$ cat src/rtl/rv_pipe_pkg.sv
// rtl/rv_pipe_pkg.sv - shared constants and types for the RISC-V pipeline stages
package rv_pipe_pkg;

  localparam int XLEN   = 32;
  localparam int RA_W   = 5;
  localparam int CTRL_W = 12;

  localparam logic [RA_W-1:0] REG_ZERO = 5'd0;

  // Bit offsets of the named fields inside the control bundle
  localparam int CTRL_ALU_OP_LSB = 0;
  localparam int CTRL_ALU_OP_W   = 4;
  localparam int CTRL_MEM_READ   = 4;
  localparam int CTRL_MEM_WRITE  = 5;
  localparam int CTRL_REG_WRITE  = 6;

  // Control bundle as carried down the pipe; spare bits are reserved for later stages
  typedef struct packed {
    logic [4:0]               spare;
    logic                     reg_write;
    logic                     mem_write;
    logic                     mem_read;
    logic [CTRL_ALU_OP_W-1:0] alu_op;
  } ctrl_t;

endpackage

$ cat src/rtl/fwd_mux.sv
// rtl/fwd_mux.sv - source operand select between x0, EX forward, WB forward and register file
module fwd_mux
  import rv_pipe_pkg::*;
(
  input  logic [RA_W-1:0] rs,
  input  logic [XLEN-1:0] rf_data,
  input  logic            ex_wen,
  input  logic            ex_is_load,
  input  logic [RA_W-1:0] ex_rd,
  input  logic [XLEN-1:0] ex_data,
  input  logic            wb_wen,
  input  logic [RA_W-1:0] wb_rd,
  input  logic [XLEN-1:0] wb_data,
  output logic [XLEN-1:0] src
);

  // x0 always reads zero; the younger EX result beats WB; a load in EX has no data yet
  always_comb begin
    src = rf_data;
    if (rs == REG_ZERO) begin
      src = '0;
    end else if (ex_wen && !ex_is_load && (ex_rd == rs)) begin
      src = ex_data;
    end else if (wb_wen && (wb_rd == rs)) begin
      src = wb_data;
    end
  end

endmodule

$ cat src/rtl/operand_fetch_stage.sv
// rtl/operand_fetch_stage.sv - operand fetch, forwarding, load-use detect and ID/EX register
module operand_fetch_stage
  import rv_pipe_pkg::*;
(
  input  logic              clk,
  input  logic              rst,
  input  logic              in_valid,
  output logic              in_ready,
  input  logic [RA_W-1:0]   in_rs1,
  input  logic [RA_W-1:0]   in_rs2,
  input  logic [RA_W-1:0]   in_rd,
  input  logic              in_use_rs1,
  input  logic              in_use_rs2,
  input  logic              in_use_imm,
  input  logic [XLEN-1:0]   in_imm,
  input  logic [CTRL_W-1:0] in_ctrl,
  output logic [RA_W-1:0]   rf_raddr1,
  output logic [RA_W-1:0]   rf_raddr2,
  input  logic [XLEN-1:0]   rf_rdata1,
  input  logic [XLEN-1:0]   rf_rdata2,
  input  logic              ex_wen,
  input  logic [RA_W-1:0]   ex_rd,
  input  logic [XLEN-1:0]   ex_data,
  input  logic              ex_is_load,
  input  logic              wb_wen,
  input  logic [RA_W-1:0]   wb_rd,
  input  logic [XLEN-1:0]   wb_data,
  input  logic              flush,
  output logic              out_valid,
  input  logic              out_ready,
  output logic [XLEN-1:0]   out_op1,
  output logic [XLEN-1:0]   out_op2,
  output logic [XLEN-1:0]   out_store_data,
  output logic [RA_W-1:0]   out_rd,
  output logic [CTRL_W-1:0] out_ctrl,
  output logic [31:0]       stall_count
);

  typedef enum logic {EMPTY = 1'b0, FULL = 1'b1} state_t;

  state_t          state;
  ctrl_t           ctrl_q;
  logic [XLEN-1:0] src1;
  logic [XLEN-1:0] src2;
  logic            luh;
  logic            take;

  assign rf_raddr1 = in_rs1;
  assign rf_raddr2 = in_rs2;

  fwd_mux u_fwd1 (
    .rs         (in_rs1),
    .rf_data    (rf_rdata1),
    .ex_wen     (ex_wen),
    .ex_is_load (ex_is_load),
    .ex_rd      (ex_rd),
    .ex_data    (ex_data),
    .wb_wen     (wb_wen),
    .wb_rd      (wb_rd),
    .wb_data    (wb_data),
    .src        (src1)
  );

  fwd_mux u_fwd2 (
    .rs         (in_rs2),
    .rf_data    (rf_rdata2),
    .ex_wen     (ex_wen),
    .ex_is_load (ex_is_load),
    .ex_rd      (ex_rd),
    .ex_data    (ex_data),
    .wb_wen     (wb_wen),
    .wb_rd      (wb_rd),
    .wb_data    (wb_data),
    .src        (src2)
  );

  // A load still in EX cannot forward, so a dependent instruction must wait one cycle
  always_comb begin
    luh = in_valid && ex_wen && ex_is_load && (ex_rd != REG_ZERO) &&
          ((in_use_rs1 && (ex_rd == in_rs1)) || (in_use_rs2 && (ex_rd == in_rs2)));
  end

  assign out_valid = (state == FULL);
  assign in_ready  = !luh && (!out_valid || out_ready);
  assign take      = in_valid && in_ready && !flush;
  assign out_ctrl  = ctrl_q;

  // ID/EX register: flush wins, payload only moves on capture so it is stable while held
  always_ff @(posedge clk or posedge rst) begin
    if (rst) begin
      state          <= EMPTY;
      out_op1        <= '0;
      out_op2        <= '0;
      out_store_data <= '0;
      out_rd         <= '0;
      ctrl_q         <= '0;
    end else if (flush) begin
      state <= EMPTY;
    end else begin
      case (state)
        EMPTY: if (take) state <= FULL;
        FULL:  if (out_ready && !take) state <= EMPTY;
        default: state <= EMPTY;
      endcase
      if (take) begin
        out_op1        <= src1;
        out_op2        <= in_use_imm ? in_imm : src2;
        out_store_data <= src2;
        out_rd         <= in_rd;
        ctrl_q         <= ctrl_t'(in_ctrl);
      end
    end
  end

  // Saturating count of cycles lost to load-use hazards
  always_ff @(posedge clk or posedge rst) begin
    if (rst) begin
      stall_count <= '0;
    end else if (luh && (stall_count != 32'hFFFF_FFFF)) begin
      stall_count <= stall_count + 32'd1;
    end
  end

endmodule
$ cat config.mk
export PLATFORM = sky130hd
export DESIGN_NAME = operand_fetch_stage
export DESIGN_NICKNAME = d
export VERILOG_FILES = /design/src/rtl/rv_pipe_pkg.sv /design/src/rtl/fwd_mux.sv /design/src/rtl/operand_fetch_stage.sv
export SDC_FILE = /design/constraint.sdc
export NUM_CORES = 1
export LEC_CHECK = 0
export BUFFER_PORTS_ARGS = -buffer_cell sky130_fd_sc_hd__buf_4
export CAP_MARGIN = 20
export CORE_ASPECT_RATIO = 0.9
export CORE_UTILIZATION = 40
export CTS_BUF_LIST = sky130_fd_sc_hd__clkbuf_4 sky130_fd_sc_hd__clkbuf_8
export CTS_CLUSTER_SIZE = 12
export DETAILED_ROUTE_END_ITERATION = 12
export GPL_TIMING_DRIVEN = 0
export PLACE_DENSITY_LB_ADDON = 0.1
export REMOVE_ABC_BUFFERS = 1
export SLEW_MARGIN = 30
export SYNTH_ARGS = -nofsm -noshare
export SYNTH_HDL_FRONTEND = slang
export SYNTH_SLANG_ARGS = --single-unit
$ cat constraint.sdc
create_clock -name clk -period 4.3 [get_ports clk]
set_input_delay 0 -clock clk [delete_from_list [all_inputs] [get_ports clk]]
set_output_delay 0 -clock clk [all_outputs]
set_load 0.005 [all_outputs]
==> results.ini <==
[critical_path]
regToRegEndpoint = out_store_data[9]
regToRegSetupSlack_ps = 1170
critPathArrivalTime_ps = 3530
r2r_cells = 7
cp_cell_sequence = nor2b_1 > nor3b_1 > nand3_4 > buf_12 > buf_12 > o41ai_1 > dlygate4sd3_1
cp_common_cell = buf_12
critPathMaxStageDelay_ps = 610
cp_top_family = buffers and inverters
cp-start-kind = flip-flop
crit_required_ps = 4700
cp_num_buf_inv = 3
crit_path_top_delay_cell = dlygate4sd3_1
r2r_start = out_valid
crit_path_end_kind = flip-flop
path_class = flip-flop to flip-flop
crit_fanout = 48

[cts]
cts_buffer_depth = 2
htree_num_levels = 4
cts_setup_buffers = 0
cts_num_sinks = 146
cts.clk_slew.worst_paths_ps = 90
cts_buffers = 17
cts_tree = done
clk-insertion-delay-late_ps = 470
cts-root-buf = clkbuf_8

[final_layout]
design_area_um2 = 13400
drive_gt1_share_pct = 29.6
nNetsFinal = 1657
syn_to_final_growth_pct = 70.1

[sta]
hold_violations = 0
fmax_ghz = 0.320
worst_slew_pin_slew_ps = 793
max_slew_margin_pct = 47.1
timing.hold.ws_ps = 10.9
rsz0062_at_grt = no
period_share_pct = 72.7
finalCriticalPeriod_ps = 3130
setup_violations = 0
finClkSkew_ps = 18.6
maxSlewViolCount = 0

[min_path]
hold-path-cell-count = 3
min_from = rf_rdata2[28]
holdCritPathClass = input port to flip-flop
hold_path_end = out_store_data[28]

[floorplan]
die_x_um = 150
die_area_um2 = 20200
ios = 365
start_util_pct = 40.9
row_count = 48
core-area_um2 = 19200
die_y_um = 135

[drt]
viasPerCell = 5.49
drt_drc_violations_left = 0
drtPass1Iterations = 5
wl_met3_um = 2860
drtAntennaViolNets = 0
wl_met2_um = 15900
vias = 9404
dr.first_iter.drc_count = 538
wl_met1_um = 13200
routed.top_layer = met4
wirelength_um = 33400
wl_per_cell_um = 19.5

[global_routing]
grtUsageTotal_pct = 33.1
grt_pass1_wl_um = 50700
grt_pass1_vias = 9534
overflow = 0
grt_max_degree = 87
antenna_found_initial = 1

[synth]
syn_inst = 928
avgSynthCellArea_um2 = 8.47
yosys_warnings = 0
synth-main-ff-cell = dfrtp_1
async_flop_share_pct = 100
ys_ff_latch = 146
synth_cell_type_count = 38
synth_edf_count = 0
synth_area_um2 = 7860
seq_area_frac_synth_pct = 46.5

[outcome]
status = completed

[power_and_ir_drop]
leakagePower_nw = 6.32
powerDensity_nw_per_um2 = 300
vdd_drop_max_mv = 0.173

[place]
gp_congestion = 0.857
post_dp_cell_area_um2 = 11000
hpwl_um = 21800
portBuffers = 364

[run]
cap_viol_max_count = 0

## cell usage after synthesis, types with 2 or more instances
master / instances / area (µm²)
inv_1: 8 / 30.0
and3_1: 6 / 37.5
nor3_1: 15 / 75.1
nand2_1: 193 / 724
a211oi_1: 32 / 240
buf_6: 3 / 33.8
clkbuf_1: 46 / 173
nand4_1: 13 / 81.3
xor2_1: 32 / 280
buf_2: 20 / 100
a22o_1: 32 / 280
dfrtp_1: 146 / 3650
nand3_1: 49 / 245
nor2b_1: 2 / 12.5
or2_2: 3 / 18.8
o41ai_1: 32 / 280
buf_4: 10 / 75.1
a31oi_1: 64 / 400
or3_1: 33 / 206
nor4_1: 9 / 56.3
a21oi_1: 2 / 10.0
and4_1: 2 / 17.5
nor2_1: 144 / 541
xnor2_1: 18 / 158
## cell families after synthesis
family          after synthesis  synth area share, %
flops                       146                 46.5
xor+xnor                     51                 5.78
mux                           1                0.143
buf+inv                      88                 5.30
simple gates                476                 26.3
fa+ha+maj                     1                0.159
compound gates              165                 15.8
## power breakdown
part | internal (mW) | leakage [nW] | switching (mW)
registers | 1.55 | 1.80 | 0.112
clock network | 0.486 | 0.195 | 0.639
logic | 0.723 | 4.33 | 0.494
## area by class of cell
| cell class | instances | area, µm² |
|---|---|---|
| Fill cell | 1559 | 5860 |
| Sequential cell | 146 | 3650 |
| Inverter | 8 | 37.5 |
| Tap cell | 250 | 313 |
| Clock inverter | 15 | 171 |
| Antenna cell | 1 | 2.50 |
| Multi-Input combinational cell | 694 | 3870 |
| Timing Repair Buffer | 581 | 5080 |
| Clock buffer | 17 | 234 |
## metal layers
layer,vias to the layer above,global-route usage (%)
met2,532,55.5
met3,94,7.06
met1,4476,39.7
li1,4302,-
met5,-,0
met4,0,17.6
## cell usage in the layout (no fill, tap or decap), types with 2 or more instances in the layout
cell type and n:
nor3_1 15, dlygate4sd3_1 200, nor2b_1 2, nand3_4 3, nand2_1 193, buf_12 6, xnor2_1 18, inv_6 4
nor4_1 9, nand3_1 45, buf_16 6, buf_4 366, inv_8 4, or2_2 4, clkinv_4 2, o41ai_1 32
inv_1 7, clkbuf_8 17, nor2_1 143, buf_8 2, a31oi_1 64, or3_1 33, xor2_1 32, and3_2 2
clkinvlp_4 3, and4_1 2, and3_1 3, dfrtp_1 146, nand4_1 13, a211oi_1 32, clkinv_8 2, a22o_1 32
## what timing repair did
action,4_1_cts,5_1_grt
endpoints found under the hold margin,199,0
hold buffers,200,0
resized for setup,0,0
## sequential cells by signal, indices dropped and copies added (netlist names)
name,cells
out_op1,32
out_op2,32
out_store_data,32
stall_count,32
out_ctrl,12
out_rd,5
out_valid,1
## stage by stage
| stage | setup TNS [ps] | util (%) | power (mW) | setup WS (ps) | cells |
|---|---|---|---|---|---|
| after global routing | 0 | 69.5 | 4.19 | 1010 | 1712 |
| final | 0 | 69.5 | 4.01 | 1170 | 1712 |
| after global placement | -427780 | 54.7 | 2.61 | -4530 | 1462 |
| after detailed placement | 0 | 57.0 | 2.65 | 1790 | 1479 |
| after floorplan | -24120 | - | 2.01 | -754 | 848 |
| after CTS | 0 | 69.5 | 4.00 | 1240 | 1711 |
## how the worst max path moves through the flow
stage	slack [ps]	from	cells past startpoint	to
after floorplan	-750	out_valid	5	out_op1[0]
after CTS	1240	out_valid	7	out_store_data[24]
after detailed placement	1790	out_valid	6	out_store_data[24]
after global routing	1010	out_valid	7	out_store_data[27]
after global placement	-4530	out_valid	5	out_op1[19]
final	1170	out_valid	7	out_store_data[9]
## worst reg2reg max path, stage by stage (launching register included)
cell,delay (ps)
dfrtp_1,410
nor2b_1,150
nor3b_1,420
nand3_4,460
buf_12,360
buf_12,230
o41ai_1,420
dlygate4sd3_1,610
Power figures use the tool's default switching activity.
